==> src/rtl/m_chk_pkg.sv <==
// m_chk_pkg: state encoding and PN15 generator constants shared by the checker.
// The M_CHK_FLYWHEEL_EN build option lives in m_chk.sv; nothing here depends on it.
package m_chk_pkg;
   typedef enum logic [1:0] {
      HUNT  = 2'd0,
      CHECK = 2'd1,
      LOCK  = 2'd2
   } state_t;

   localparam int                   PN_ORDER = 4;
   localparam logic [PN_ORDER-1:0]  PN_SEED  = 4'b1111;
   localparam int                   TAP_A    = 3;
   localparam int                   TAP_B    = 0;
endpackage

==> src/rtl/m_chk_pred.sv <==
// m_pred: local PN15 history register and next-bit prediction.
// h0 is the oldest bit; new bits enter at the top.
module m_pred
   import m_chk_pkg::*;
(
   input  logic clk,
   input  logic shift_i,
   input  logic sel_i,
   input  logic clear_i,
   input  logic din_i,
   output logic p_o,
   output logic nz_o
);
   logic [PN_ORDER-1:0] h_q, h_d;

   assign p_o  = h_q[TAP_A] ^ h_q[TAP_B];
   // Non-zero test on the history as it will look once din_i is shifted in.
   assign nz_o = din_i | (|h_q[PN_ORDER-1:1]);

   always_comb begin
      h_d = h_q;
      if (clear_i) begin
         h_d = '0;
      end else if (shift_i) begin
         h_d = {(sel_i ? p_o : din_i), h_q[PN_ORDER-1:1]};
      end
   end

   always_ff @(posedge clk) begin
      h_q <= h_d;
   end
endmodule

==> config.mk <==
export PLATFORM = sky130hd
export DESIGN_NAME = m_pred
export DESIGN_NICKNAME = d
export VERILOG_FILES = /design/src/rtl/m_chk_pkg.sv /design/src/rtl/m_chk_pred.sv
export SDC_FILE = /design/constraint.sdc
export NUM_CORES = 1
export LEC_CHECK = 0
export BUFFER_PORTS_ARGS = -buffer_cell sky130_fd_sc_hd__buf_2
export CAP_MARGIN = 20
export CELL_PAD_IN_SITES_DETAIL_PLACEMENT = 2
export CELL_PAD_IN_SITES_GLOBAL_PLACEMENT = 2
export CORE_AREA = 2 2 39 41
export DETAILED_ROUTE_END_ITERATION = 16
export DIE_AREA = 0 0 41 43
export GPL_TIMING_DRIVEN = 0
export PLACE_DENSITY_LB_ADDON = 0.1
export SLEW_MARGIN = 20
export SYNTH_ARGS = -nofsm -noshare
export SYNTH_HDL_FRONTEND = slang
export SYNTH_SLANG_ARGS = --single-unit
==> constraint.sdc <==
create_clock -name clk -period 1.6 [get_ports clk]
set_input_delay 0.16 -clock clk [delete_from_list [all_inputs] [get_ports clk]]
set_output_delay 0.16 -clock clk [all_outputs]
set_load 0.02 [all_outputs]
* After elaboration in Yosys (flattened, before gate mapping)
Index checks and enable logic that the tools add are counted.
** Storage, ports and cells
- Bits in registers :: 4
- Latch bits :: 0
- Output and inout bits :: 2
- Input port bits :: 5
- Word-level logic and storage cells :: 5
- Memories kept :: 0
- RAM bits :: 0
- Memory bits (read-only) :: 0
** Operators by class
- Multipliers :: 0
- Bitwise operators :: 2
- Equality and inequality tests :: 0
- Div/mod/pow operators :: 0
- Mux-type cells :: 1
- Reductions and logical operators :: 1
- Magnitude comparators :: 0
- Shift-type cells :: 0
- Add/subtract/negate cells :: 0
** Operators with widths (number)
- OR reduction 3 bit :: 1
- two-way mux 1 bit :: 1
- bitwise OR 1 bit :: 1
- bitwise XOR 1 bit :: 1

* Longest topological paths before layout
Gate-level depths: netlist (run 1).
- Depth after elaboration :: 2
- Gate-level depth with buffers :: 4
- Gate-level depth less buffers :: 3

* Worst setup path after synthesis (run 1)
OpenSTA, ideal clock, no wires.
- Path type :: reg-to-output
- Start :: register h_q[3]
- End :: output port nz_o
- Setup slack :: 490 ps
- Path buffers :: 0
- Data required time :: 1440 ps
- Cell stages (with the launch flop) :: 2
- Arrival time :: 950 ps
- Cells stage by stage :: dfxtp_1 -> or4_1
** On the way
- Word-level cells in the longest chain between the ends :: 2
** RTL lines
- start, declared :: line m_chk_pred.sv:14 : logic [PN_ORDER-1:0] h_q, h_d;
- start signal, assigned :: line m_chk_pred.sv:30 : h_q <= h_d;
- OR reduction 3 bit :: line m_chk_pred.sv:18 : assign nz_o = din_i | (|h_q[PN_ORDER-1:1]);
- bitwise OR 1 bit :: line m_chk_pred.sv:18
- end, declared :: line m_chk_pred.sv:12 : output logic nz_o
Every way passes these cells.

* Worst setup path in the final report (run 1)
Ends and elaborated chain as after synthesis.

==> results of run 1 <==
power by group through the flow:
| stage | clock network (W) | logic, W | registers, W |
|---|---|---|---|
| floorplan | 0 | 0.0000157 | 0.000106 |
| finish | 0.000126 | 0.0000255 | 0.000105 |
| detailed placement | 0 | 0.0000257 | 0.000106 |
| global placement | 0 | 0.0000256 | 0.000106 |
| CTS | 0.000133 | 0.0000260 | 0.000105 |
| global route | 0.000138 | 0.0000282 | 0.000105 |
final cells by class:
cell class,count,area share (%)
inverter,1,1.52
clock buffer,3,9.09
sequential,4,32.3
buffer,1,2.02
timing repair buffer,5,10.1
tap,16,8.08
multi-input combinational,13,36.9
synthesized netlist by cell type (all sizes together):
master	instances
buf	1
nor2	3
dfxtp	4
nor2b	1
o21ai	1
nand3b	1
mux2i	3
xor2	1
inv	1
nand4b	1
or4	1
a31oi	1
kinds of logic (layout without fill, tap and decap cells):
family                 count (synthesis)  in the layout
flip-flops                             4              4
AND/OR/NAND/NOR                        7              7
XOR/XNOR                               1              1
buffers and inverters                  2             10
multiplexers                           3              3
AO/OA/AOI/OAI                          2              2
worst max-delay path: stages, from the launching register on:
cell	delay (ns)
dfxtp_1	0.34
or4_1	0.52
buf_2	0.17
stage by stage:
step           total power, W  area (µm²)
6_report             0.000256         248
5_1_grt              0.000271         248
4_1_cts              0.000263         248
3_5_place_dp         0.000132         225
3_3_place_gp         0.000132         225
2_1_floorplan        0.000121         180
metal layers:
layer | GRT usage, % | up-vias
met2 | 9.06 | 4
met3 | 1.57 | 0
met4 | 6.00 | 0
li1 | - | 82
met1 | 8.06 | 83
met5 | 0 | -
final timing paths:
kind	slack [ns]	from	endpoint
hold reg to reg	0.52	h_q[2]	h_q[1]
setup reg to reg	0.79	h_q[0]	h_q[3]
setup / recovery	0.18	h_q[3]	nz_o
hold / removal	0.15	clear_i	h_q[1]
==> metrics.txt, run 1 <==
# TYPE chip_impl_metric gauge
chip_impl_metric{name="cts_resized",unit=""} 0
chip_impl_metric{name="cts.sink_count",unit=""} 4
chip_impl_metric{name="sequential_share_of_power",unit="%"} 40.9
chip_impl_metric{name="r2r_cells",unit=""} 3
chip_impl_metric{name="vdd_drop_max",unit="V"} 0.000246
chip_impl_metric{name="groute.usage.overall",unit="%"} 6.63
chip_impl_metric{name="internal-power",unit="W"} 0.000198
chip_impl_metric{name="drcViolationCount",unit=""} 0
chip_impl_metric{name="netlist_area",unit="µm²"} 180
chip_impl_info{name="max_flop_register",value="h_q"} 1
chip_impl_info{name="crit_type",value="flop to output port"} 1
chip_impl_metric{name="detailroute.wirelength.met3",unit="µm"} 19
chip_impl_metric{name="finalHoldWorstSlack",unit="ns"} 0.150
chip_impl_metric{name="switching_power",unit="W"} 0.0000580
chip_impl_info{name="timing.critical_path.from_type",value="flop"} 1
chip_impl_metric{name="path_clk_slew",unit="ns"} 0.04
chip_impl_metric{name="ys_ff_latch",unit=""} 4
chip_impl_info{name="layout_commonest_cell",value="buf_2"} 1
chip_impl_metric{name="wl_met2",unit="µm"} 235
chip_impl_metric{name="post_cts.repair.setup_buffers",unit=""} 0
chip_impl_metric{name="route.detailed.wl_per_inst",unit="µm"} 10.3
chip_impl_metric{name="post_cts_hold_buffer_count",unit=""} 0
chip_impl_metric{name="synthSimpleGateAreaFrac",unit="%"} 22.9
chip_impl_metric{name="route.detailed.vias_per_inst",unit=""} 3.93
chip_impl_metric{name="period_minus_slack",unit="ns"} 1.42
chip_impl_metric{name="critical_path_arrival",unit="ns"} 1.26
chip_impl_metric{name="antenna_cells_inserted",unit=""} 0
chip_impl_metric{name="finalWeightedCongestion",unit=""} 0.602
chip_impl_metric{name="fillCellCount",unit=""} 163
chip_impl_info{name="cts_tree",value="done"} 1
chip_impl_metric{name="netlist-cell-type-count",unit=""} 12
chip_impl_metric{name="worst_slew_pin_slew",unit="ns"} 0.129
chip_impl_metric{name="multi_input_area",unit="µm²"} 91.3
chip_impl_metric{name="rows",unit=""} 14
chip_impl_metric{name="synthesis.area_per_instance",unit="µm²"} 9.48
chip_impl_metric{name="clock_power_share",unit="%"} 49.2
chip_impl_metric{name="setup_viol",unit=""} 0
chip_impl_metric{name="area_growth_syn_to_layout",unit="%"} 37.5
chip_impl_metric{name="worst_hold_path.num_cells",unit=""} 2
chip_impl_metric{name="die_h",unit="µm"} 43
chip_impl_metric{name="synthAdderAreaFrac",unit="%"} 0
chip_impl_info{name="grt_setup_unrepaired",value="false"} 1
chip_impl_metric{name="final_hold_violating_endpoints",unit=""} 0
chip_impl_metric{name="synthCells",unit=""} 19
chip_impl_metric{name="clk-insertion-delay-late",unit="ns"} 0.23
chip_impl_metric{name="yosys.area_share.xor_xnor",unit="%"} 4.86
chip_impl_metric{name="grt_start_max_net_pins",unit=""} 7
chip_impl_metric{name="cellLeakagePower",unit="nW"} 0.117
chip_impl_metric{name="crit_fanout",unit=""} 5
chip_impl_metric{name="register_area_share_after_synthesis",unit="%"} 44.4
chip_impl_metric{name="max_cap_viol_count",unit=""} 0
chip_impl_metric{name="via_count",unit=""} 169
chip_impl_metric{name="io_pins",unit=""} 7
chip_impl_metric{name="synth-compound-area-share",unit="%"} 6.25
chip_impl_metric{name="preCtsSetupSlack",unit="ns"} 0.431
chip_impl_metric{name="synth.top_cell.area_share",unit="%"} 44.4
chip_impl_metric{name="global_route.overflow_total",unit=""} 0
chip_impl_metric{name="vias_in_the_first_global_route",unit=""} 179
chip_impl_metric{name="ctsLongestPathBuffers",unit=""} 2
chip_impl_metric{name="largest_register_ff_count",unit=""} 4
chip_impl_metric{name="final.setup_skew",unit="ns"} 0.00202
chip_impl_info{name="netlist.top_cell.by_area",value="dfxtp_1"} 1
chip_impl_metric{name="finish.utilization",unit="%"} 17.9
chip_impl_info{name="final_cell_mix",value="6 x buf_2, 4 x dfxtp_1, 3 x mux2i_1, 3 x nor2_1, 3 x clkbuf_4"} 1
chip_impl_metric{name="post_syn_nets",unit=""} 24
chip_impl_info{name="run_status",value="complete, no violations"} 1
chip_impl_metric{name="place.detailed.hpwl",unit="µm"} 338
chip_impl_metric{name="post_layout_nets",unit=""} 34
chip_impl_metric{name="start_util",unit="%"} 13.0
chip_impl_metric{name="die_w",unit="µm"} 41
chip_impl_info{name="synth.top_cells.by_area",value="dfxtp_1 44%, mux2i_1 17%, nor2_1 6.3%"} 1
chip_impl_metric{name="maxSlewViolCount",unit=""} 0
chip_impl_metric{name="numCtsBuffers",unit=""} 3
chip_impl_info{name="top_signal_layer_used",value="met3"} 1
chip_impl_metric{name="drt_first_iter_violations",unit=""} 3
chip_impl_info{name="top_regs",value="h_q x4"} 1
chip_impl_metric{name="yosys_warnings",unit=""} 0
chip_impl_metric{name="period_utilization_post_route",unit="%"} 88.8
chip_impl_info{name="crit_path_end_kind",value="output port"} 1
chip_impl_metric{name="finish.cell_count_without_fillers",unit=""} 43
chip_impl_metric{name="detail_route.first_pass.iterations",unit=""} 2
chip_impl_metric{name="ff_latch_area",unit="µm²"} 80.1
chip_impl_metric{name="fp.dieArea",unit="µm²"} 1760
chip_impl_metric{name="worstPathRequired",unit="ns"} 1.44
chip_impl_metric{name="timing.final.ws_setup",unit="ns"} 0.180
chip_impl_metric{name="dpl.cell_count",unit=""} 40
chip_impl_metric{name="core",unit="µm²"} 1380
chip_impl_metric{name="power_per_cell_area",unit="nW/µm²"} 1030
chip_impl_metric{name="cts_max_level",unit=""} 1
chip_impl_metric{name="share_of_cells_above_drive_strength_1",unit="%"} 33.3
chip_impl_info{name="worst_min_delay_path_category",value="primary input to flop"} 1
chip_impl_info{name="main_combinational_cell_family_by_area_after_synthesis",value="simple AND/OR/NAND/NOR gates"} 1
chip_impl_metric{name="pwr-share-comb",unit="%"} 10.0
chip_impl_metric{name="final_antenna_net_count",unit=""} 0
chip_impl_metric{name="count_of_port_buffers_added_during_placement",unit=""} 5
chip_impl_metric{name="relSlewSlack",unit="%"} 91.2
chip_impl_info{name="clockRootBuffer",value="clkbuf_4"} 1
chip_impl_metric{name="switching_share",unit="%"} 22.7
chip_impl_metric{name="highest_clock_frequency_the_design_can_meet",unit="GHz"} 0.704
chip_impl_metric{name="drt_wl_total",unit="µm"} 442
chip_impl_metric{name="grt_antenna_before_repair",unit=""} 0
chip_impl_metric{name="wire_length_of_the_first_global_routing_pass",unit="µm"} 745
chip_impl_metric{name="setup_total_negative_slack",unit="ns"} 0
chip_impl_metric{name="wl_on_met1",unit="µm"} 187
chip_impl_metric{name="multiplexer_area_fraction_after_synthesis",unit="%"} 16.7
Power figures use the tool's default switching activity.
==> inputs of run 2 (changes only) <==
ABC_AREA = 1   (was unset)
==> run 2 against run 1 <==
Highest routed layer is now met4. Critical endpoint is now p_o. Sequential share of layout area decreased by 2.1 points. Hold slack improved by 0.0077 ns. Count of clock-buffer cells in the layout unchanged. Area after synthesis increased by 6.9%. Maximum frequency increased by 14%.
==> metrics.txt, run 2 <==
# TYPE chip_impl_metric gauge
chip_impl_metric{name="post_syn_nets",unit=""} 31
chip_impl_metric{name="multiplexer_area_fraction_after_synthesis",unit="%"} 0
chip_impl_metric{name="groute.usage.overall",unit="%"} 9.33
chip_impl_info{name="yosys-top-cells-count",value="4 x dfxtp_1, 4 x nor2_1, 3 x inv_1, 3 x o21ai_0"} 1
chip_impl_metric{name="post_cts.repair.setup_buffers",unit=""} 0
chip_impl_metric{name="path_clk_slew",unit="ns"} 0.04
chip_impl_info{name="timing.critical_path.from_type",value="flop"} 1
chip_impl_info{name="crit_type",value="flop to output port"} 1
chip_impl_metric{name="fillCellCount",unit=""} 172
chip_impl_metric{name="fp.dieArea",unit="µm²"} 1760
chip_impl_info{name="top_regs",value="h_q x4"} 1
chip_impl_metric{name="drt_wl_total",unit="µm"} 539
chip_impl_metric{name="maxSlewViolCount",unit=""} 0
chip_impl_metric{name="switching_power",unit="W"} 0.0000832
chip_impl_metric{name="synth.top_cell.area_share",unit="%"} 41.6
chip_impl_metric{name="core",unit="µm²"} 1380
chip_impl_metric{name="synth-compound-area-share",unit="%"} 24.7
chip_impl_metric{name="route.detailed.wl_per_inst",unit="µm"} 10.6
chip_impl_info{name="worst_min_delay_path_category",value="primary input to flop"} 1
chip_impl_metric{name="rows",unit=""} 14
chip_impl_info{name="slowest_stage",value="dfxtp_1"} 1
chip_impl_metric{name="setup_viol",unit=""} 0
chip_impl_metric{name="vdd_drop_max",unit="V"} 0.000327
chip_impl_info{name="clockRootBuffer",value="clkbuf_4"} 1
chip_impl_metric{name="crit_fanout",unit=""} 4
chip_impl_metric{name="start_util",unit="%"} 13.9
chip_impl_metric{name="synthCells",unit=""} 26
chip_impl_metric{name="io_pins",unit=""} 7
chip_impl_info{name="layout_commonest_cell",value="buf_2"} 1
chip_impl_metric{name="setup_total_negative_slack",unit="ns"} 0
chip_impl_metric{name="count_of_port_buffers_added_during_placement",unit=""} 6
chip_impl_metric{name="finalWeightedCongestion",unit=""} 0.646
chip_impl_metric{name="global_route.overflow_total",unit=""} 0
chip_impl_info{name="final_cell_mix",value="6 x buf_2, 4 x nor2_1, 4 x dfxtp_1"} 1
chip_impl_metric{name="vias_in_the_first_global_route",unit=""} 214
chip_impl_info{name="max_flop_register",value="h_q"} 1
chip_impl_metric{name="place.detailed.hpwl",unit="µm"} 425
chip_impl_metric{name="share_of_cells_above_drive_strength_1",unit="%"} 45.7
chip_impl_metric{name="largest_register_ff_count",unit=""} 4
chip_impl_metric{name="drt_first_iter_violations",unit=""} 0
chip_impl_metric{name="via_count",unit=""} 203
chip_impl_metric{name="sequential_share_of_power",unit="%"} 38.5
chip_impl_metric{name="post_layout_nets",unit=""} 42
chip_impl_metric{name="netlist_area",unit="µm²"} 193
chip_impl_info{name="run_status",value="complete, no violations"} 1
chip_impl_info{name="synth.top_cells.by_area",value="dfxtp_1 42%, a21oi_2 9.1%, o21ai_0 7.8%"} 1
chip_impl_metric{name="die_w",unit="µm"} 41
chip_impl_info{name="cts_tree",value="done"} 1
chip_impl_metric{name="period_utilization_post_route",unit="%"} 77.6
chip_impl_metric{name="pwr-share-comb",unit="%"} 15.8
chip_impl_metric{name="yosys_warnings",unit=""} 0
chip_impl_metric{name="grt_start_max_net_pins",unit=""} 6
chip_impl_metric{name="number_of_enable_flip_flop_cells_after_synthesis",unit=""} 0
chip_impl_info{name="main_combinational_cell_family_by_area_after_synthesis",value="compound AO/OA/AOI/OAI gates"} 1
chip_impl_metric{name="cts_resized",unit=""} 0
chip_impl_metric{name="dpl.cell_count",unit=""} 48
chip_impl_metric{name="final_hold_violating_endpoints",unit=""} 0
chip_impl_metric{name="crit_path_max_incr_delay",unit="ns"} 0.39
chip_impl_metric{name="wire_length_of_the_first_global_routing_pass",unit="µm"} 938
chip_impl_metric{name="post_cts_hold_buffer_count",unit=""} 0
chip_impl_metric{name="synthAdderAreaFrac",unit="%"} 0
chip_impl_metric{name="final_antenna_net_count",unit=""} 0
chip_impl_metric{name="max_cap_viol_count",unit=""} 0
chip_impl_info{name="cp_cell_sequence",value="nand2_1 > and2_2 > buf_2"} 1
chip_impl_metric{name="cts.sink_count",unit=""} 4
chip_impl_metric{name="drcViolationCount",unit=""} 0
chip_impl_metric{name="synthesis.area_per_instance",unit="µm²"} 7.41
chip_impl_metric{name="clock_power_share",unit="%"} 45.7
chip_impl_metric{name="internal-power",unit="W"} 0.000210
chip_impl_metric{name="highest_clock_frequency_the_design_can_meet",unit="GHz"} 0.805
chip_impl_metric{name="numCtsBuffers",unit=""} 3
chip_impl_metric{name="switching_share",unit="%"} 28.4
chip_impl_metric{name="worst_slew_pin_slew",unit="ns"} 0.220
chip_impl_metric{name="ctsLongestPathBuffers",unit=""} 2
chip_impl_metric{name="grt_antenna_before_repair",unit=""} 0
chip_impl_metric{name="netlist-cell-type-count",unit=""} 12
chip_impl_info{name="netlist.top_cell.by_area",value="dfxtp_1"} 1
chip_impl_metric{name="antenna_cells_inserted",unit=""} 0
chip_impl_metric{name="area_growth_syn_to_layout",unit="%"} 37.7
chip_impl_metric{name="final.setup_skew",unit="ns"} 0.000643
chip_impl_info{name="crit_path_end_kind",value="output port"} 1
chip_impl_metric{name="register_area_share_after_synthesis",unit="%"} 41.6
chip_impl_metric{name="period_minus_slack",unit="ns"} 1.24
chip_impl_info{name="grt_setup_unrepaired",value="false"} 1
chip_impl_metric{name="relSlewSlack",unit="%"} 85.2
chip_impl_metric{name="power_per_cell_area",unit="nW/µm²"} 1100
chip_impl_metric{name="cellLeakagePower",unit="nW"} 0.122
chip_impl_metric{name="die_h",unit="µm"} 43
chip_impl_metric{name="clk-insertion-delay-late",unit="ns"} 0.24
chip_impl_metric{name="synthSimpleGateAreaFrac",unit="%"} 24.0
chip_impl_metric{name="multi_input_area",unit="µm²"} 93.8
chip_impl_metric{name="postSynth.asyncResetShare",unit="%"} 0
chip_impl_metric{name="critical_path_arrival",unit="ns"} 1.08
chip_impl_metric{name="worstPathRequired",unit="ns"} 1.44
chip_impl_metric{name="yosys.area_share.xor_xnor",unit="%"} 0
chip_impl_metric{name="post-layout-total-power",unit="W"} 0.000293
chip_impl_metric{name="route.detailed.vias_per_inst",unit=""} 3.98
chip_impl_metric{name="ys_ff_latch",unit=""} 4
chip_impl_metric{name="cts_max_level",unit=""} 1
chip_impl_metric{name="ff_latch_area",unit="µm²"} 80.1
chip_impl_metric{name="finish.cell_count_without_fillers",unit=""} 51
chip_impl_metric{name="detail_route.first_pass.iterations",unit=""} 1
chip_impl_info{name="yosys_most_used_dff",value="dfxtp_1"} 1
-- run 2: cell types whose count changed after synthesis, sizes merged, moves of 3 or more --
| cell | before | now |
|---|---|---|
| a21oi | 0 | 4 |
| inv | 1 | 5 |
| mux2i | 3 | 0 |
| nand2 | 0 | 3 |
| o21ai | 1 | 4 |
-- run 2: cell families after synthesis --
kind of cell           Yosys count
DFF                              4
and+or+nand+nor                  9
buffers and inverters            5
AOI/OAI and AO/OA                8
-- run 2: routing by layer --
metal	vias to the layer above	share of wire, %	global-route usage [%]
met4	0	7.8	14.0
met2	7	39	9.38
met1	89	45	10.6
li1	103	-	-
met5	-	0	0
met3	4	8.0	4.71
-- run 2: stage by stage --
stage | util (%) | cell area, µm² | hold WS [ns] | setup WS, ns
global route | 19.2 | 265 | 0.171 | 0.292
finish | 19.2 | 265 | 0.158 | 0.358
global placement | 17.5 | 243 | 0.409 | 0.604
CTS | 19.2 | 265 | 0.156 | 0.324
floorplan | - | 193 | 0.253 | 0.781
detailed placement | 17.5 | 243 | 0.409 | 0.592
-- run 2: power groups by stage --
| stage | Sequential, W | Clock [W] | Combinational, W |
|---|---|---|---|
| floorplan | 0.000112 | 0 | 0.0000306 |
| global placement | 0.000115 | 0 | 0.0000461 |
| detailed placement | 0.000115 | 0 | 0.0000472 |
| CTS | 0.000113 | 0.000138 | 0.0000475 |
| global route | 0.000114 | 0.000149 | 0.0000518 |
| finish | 0.000113 | 0.000134 | 0.0000462 |
-- run 2: final cells by class --
cell class	instances	area share, %
Timing Repair Buffer	6	11.3
Inverter	5	7.08
Sequential cell	4	30.2
Tap cell	16	7.55
Clock buffer	3	8.49
Multi-Input combinational cell	17	35.4
-- run 2: path summary, 6_finish.rpt --
path                            startpoint  endpoint  slack, ns  cells after the start
worst max-delay path                h_q[3]       p_o       0.36                      3
worst min-delay path               shift_i    h_q[2]       0.16                      2
worst max register to register      h_q[3]    h_q[3]       0.85                      4
worst min register to register      h_q[0]    h_q[0]       0.50                      2
-- run 2: worst max-delay path, delay by kind of cell (launching register included) --
family,cells,cell delay (ns)
flip-flops,1,0.39
AND/OR/NAND/NOR,2,0.29
buffers and inverters,1,0.15
==> inputs of run 3 (changes only) <==
clock period = 1 ns   (was 1.6 ns; I/O delays follow)
==> run 3 against run 2 <==
The flow now finishes with violations (setup timing). Power rose by 70%. Hold slack got worse by 0.060 ns. Core utilization up 2.7 points. Via count up 6.4%. Critical path depth grew 1. Routed wire length increased by 3.9%.
==> metrics.txt, run 3 (synthesis results as in run 2) <==
# TYPE chip_impl_metric gauge
chip_impl_metric{name="critical_path_arrival",unit="ns"} 0.96
chip_impl_metric{name="pwr-share-comb",unit="%"} 20.2
chip_impl_metric{name="start_util",unit="%"} 13.9
chip_impl_metric{name="antenna_cells_inserted",unit=""} 0
chip_impl_metric{name="post_layout_nets",unit=""} 45
chip_impl_info{name="grt_busiest_layer",value="met4"} 1
chip_impl_info{name="crit_type",value="flop to output port"} 1
chip_impl_metric{name="die_w",unit="µm"} 41
chip_impl_metric{name="clock_power_share",unit="%"} 43.2
chip_impl_metric{name="maxSlewViolCount",unit=""} 0
chip_impl_metric{name="groute.usage.overall",unit="%"} 9.53
chip_impl_metric{name="worst_hold_path.num_cells",unit=""} 2
chip_impl_info{name="clockRootBuffer",value="clkbuf_4"} 1
chip_impl_metric{name="io_pins",unit=""} 7
chip_impl_metric{name="highest_clock_frequency_the_design_can_meet",unit="GHz"} 0.943
chip_impl_info{name="layout_commonest_cell",value="buf_2"} 1
chip_impl_metric{name="final_design_area_no_fill",unit="µm²"} 303
chip_impl_info{name="failed_checks",value="setup timing"} 1
chip_impl_metric{name="relSlewSlack",unit="%"} 85.1
chip_impl_metric{name="grt_start_max_net_pins",unit=""} 6
chip_impl_metric{name="global_route.overflow_total",unit=""} 0
chip_impl_metric{name="switching_power",unit="W"} 0.000139
chip_impl_metric{name="cellLeakagePower",unit="nW"} 0.141
chip_impl_metric{name="gr-usage-met2",unit="%"} 10.0
chip_impl_metric{name="dpl.cell_count",unit=""} 48
chip_impl_metric{name="route.detailed.wl_per_inst",unit="µm"} 10.4
chip_impl_info{name="crit_path_end_kind",value="output port"} 1
chip_impl_metric{name="area_growth_syn_to_layout",unit="%"} 57.1
chip_impl_info{name="final_cell_mix",value="5 x buf_2, 4 x nor2_1"} 1
chip_impl_metric{name="internal-power",unit="W"} 0.000358
chip_impl_metric{name="finalWeightedCongestion",unit=""} 0.646
chip_impl_metric{name="cp_num_buf_inv",unit=""} 2
chip_impl_info{name="slowest_stage",value="dfxtp_4"} 1
chip_impl_metric{name="wire_length_of_the_first_global_routing_pass",unit="µm"} 966
chip_impl_metric{name="r2r_cells",unit=""} 6
chip_impl_info{name="path_delay_family",value="flip-flops"} 1
chip_impl_metric{name="largest_register_ff_count",unit=""} 4
chip_impl_metric{name="switching_share",unit="%"} 28.0
chip_impl_info{name="grt_setup_unrepaired",value="true"} 1
chip_impl_metric{name="final.setup_skew",unit="ns"} 0.000713
chip_impl_metric{name="worstPathRequired",unit="ns"} 0.90
chip_impl_metric{name="finish.cell_count_without_fillers",unit=""} 54
chip_impl_metric{name="rows",unit=""} 14
chip_impl_info{name="cp_cell_sequence",value="inv_2 > nand2_2 > and2_4 > buf_6"} 1
chip_impl_metric{name="route.detailed.vias_per_inst",unit=""} 4.00
chip_impl_metric{name="period_minus_slack",unit="ns"} 1.06
chip_impl_metric{name="final_antenna_net_count",unit=""} 0
chip_impl_metric{name="cts.sink_count",unit=""} 4
chip_impl_metric{name="vdd_drop_max",unit="V"} 0.000528
chip_impl_metric{name="timing.final.ws_setup",unit="ns"} -0.0600
chip_impl_metric{name="final_hold_violating_endpoints",unit=""} 0
chip_impl_metric{name="max_cap_viol_count",unit=""} 0
chip_impl_metric{name="grt_use_met1",unit="%"} 10.6
chip_impl_metric{name="fillCellCount",unit=""} 170
chip_impl_metric{name="drt_wl_total",unit="µm"} 560
chip_impl_info{name="timing.critical_path.from_type",value="flop"} 1
chip_impl_info{name="worst_min_delay_path_category",value="primary input to flop"} 1
chip_impl_metric{name="detail_route.first_pass.iterations",unit=""} 1
chip_impl_metric{name="crit_path_max_incr_delay",unit="ns"} 0.35
chip_impl_info{name="top_regs",value="h_q x4"} 1
chip_impl_info{name="run_status",value="finished with violations"} 1
chip_impl_metric{name="crit_fanout",unit=""} 4
chip_impl_metric{name="path_clk_slew",unit="ns"} 0.04
chip_impl_metric{name="ctsLongestPathBuffers",unit=""} 2
chip_impl_metric{name="sequential_share_of_power",unit="%"} 36.6
chip_impl_metric{name="core",unit="µm²"} 1380
chip_impl_metric{name="fp.dieArea",unit="µm²"} 1760
chip_impl_metric{name="power_per_cell_area",unit="nW/µm²"} 1640
chip_impl_metric{name="vias_in_the_first_global_route",unit=""} 227
chip_impl_metric{name="cts_max_level",unit=""} 1
chip_impl_metric{name="count_of_port_buffers_added_during_placement",unit=""} 6
chip_impl_metric{name="period_utilization_post_route",unit="%"} 106
chip_impl_metric{name="met3_global_route_usage",unit="%"} 4.71
chip_impl_metric{name="logic_depth_of_the_worst_setup_path_including_buffers",unit=""} 4
chip_impl_metric{name="die_h",unit="µm"} 43
chip_impl_metric{name="drcViolationCount",unit=""} 0
chip_impl_metric{name="clk-insertion-delay-late",unit="ns"} 0.24
chip_impl_metric{name="worst_slew_pin_slew",unit="ns"} 0.220
chip_impl_metric{name="setup_viol",unit=""} 2
chip_impl_metric{name="drt_first_iter_violations",unit=""} 0
chip_impl_info{name="cts_tree",value="done"} 1
chip_impl_metric{name="share_of_cells_above_drive_strength_1",unit="%"} 60.5
chip_impl_metric{name="placedInstanceArea",unit="µm²"} 243
chip_impl_metric{name="grt_antenna_before_repair",unit=""} 0
chip_impl_metric{name="numCtsBuffers",unit=""} 3
chip_impl_info{name="max_flop_register",value="h_q"} 1
chip_impl_metric{name="via_count",unit=""} 216
chip_impl_metric{name="place.detailed.hpwl",unit="µm"} 425
-- run 3: timing repair --
| item | in CTS | in global routing |
|---|---|---|
| gates resized for setup | 6 | 2 |
| hold buffers | 0 | 0 |
| endpoints found under the hold margin | 0 | 0 |
| endpoints found under the setup margin | 2 | 2 |
| pin swaps | 0 | 1 |
| setup buffers | 2 | 1 |
-- run 3: per-stage QoR --
stage                     TNS [ns]  hold slack, ns  utilization (%)  setup slack (ns)  total power (W)
final                      -0.0629          0.0977             21.9           -0.0600         0.000497
after floorplan                  0           0.193                -             0.241         0.000229
after CTS                  -0.0807          0.0956             21.2           -0.0591         0.000498
after detailed placement         0           0.349             17.5            0.0519         0.000259
after global routing        -0.148           0.111             21.9           -0.0965         0.000534
after global placement           0           0.349             17.5            0.0640         0.000257
-- run 3: routing by layer --
metal / vias up / share of wire [%]
met1: 97 / 44
met3: 4 / 7.1
li1: 108 / -
met5: - / 0
met4: 0 / 7.5
met2: 7 / 41
-- run 3: power groups by stage --
stage | combinational, W | sequential (W) | clock, W
floorplan | 0.0000490 | 0.000180 | 0
global placement | 0.0000737 | 0.000183 | 0
detailed placement | 0.0000756 | 0.000184 | 0
CTS | 0.0000954 | 0.000181 | 0.000221
global route | 0.000111 | 0.000184 | 0.000239
finish | 0.000100 | 0.000182 | 0.000215
-- run 3: final cells by class --
| class | instances | area, µm² | share of cell area (%) |
|---|---|---|---|
| inverter | 5 | 18.8 | 6.20 |
| timing repair buffer | 9 | 58.8 | 19.4 |
| multi-input combinational | 17 | 97.6 | 32.2 |
| sequential | 4 | 85.1 | 28.1 |
| clock buffer | 3 | 22.5 | 7.44 |
| tap | 16 | 20.0 | 6.61 |
-- run 3: final timing paths --
| check | startpoint | end | slack, ns |
|---|---|---|---|
| setup / recovery | h_q[3] | p_o | -0.06 |
| hold / removal | shift_i | h_q[2] | 0.1 |
| setup reg to reg | h_q[3] | h_q[3] | 0.08 |
| hold reg to reg | h_q[0] | h_q[0] | 0.48 |
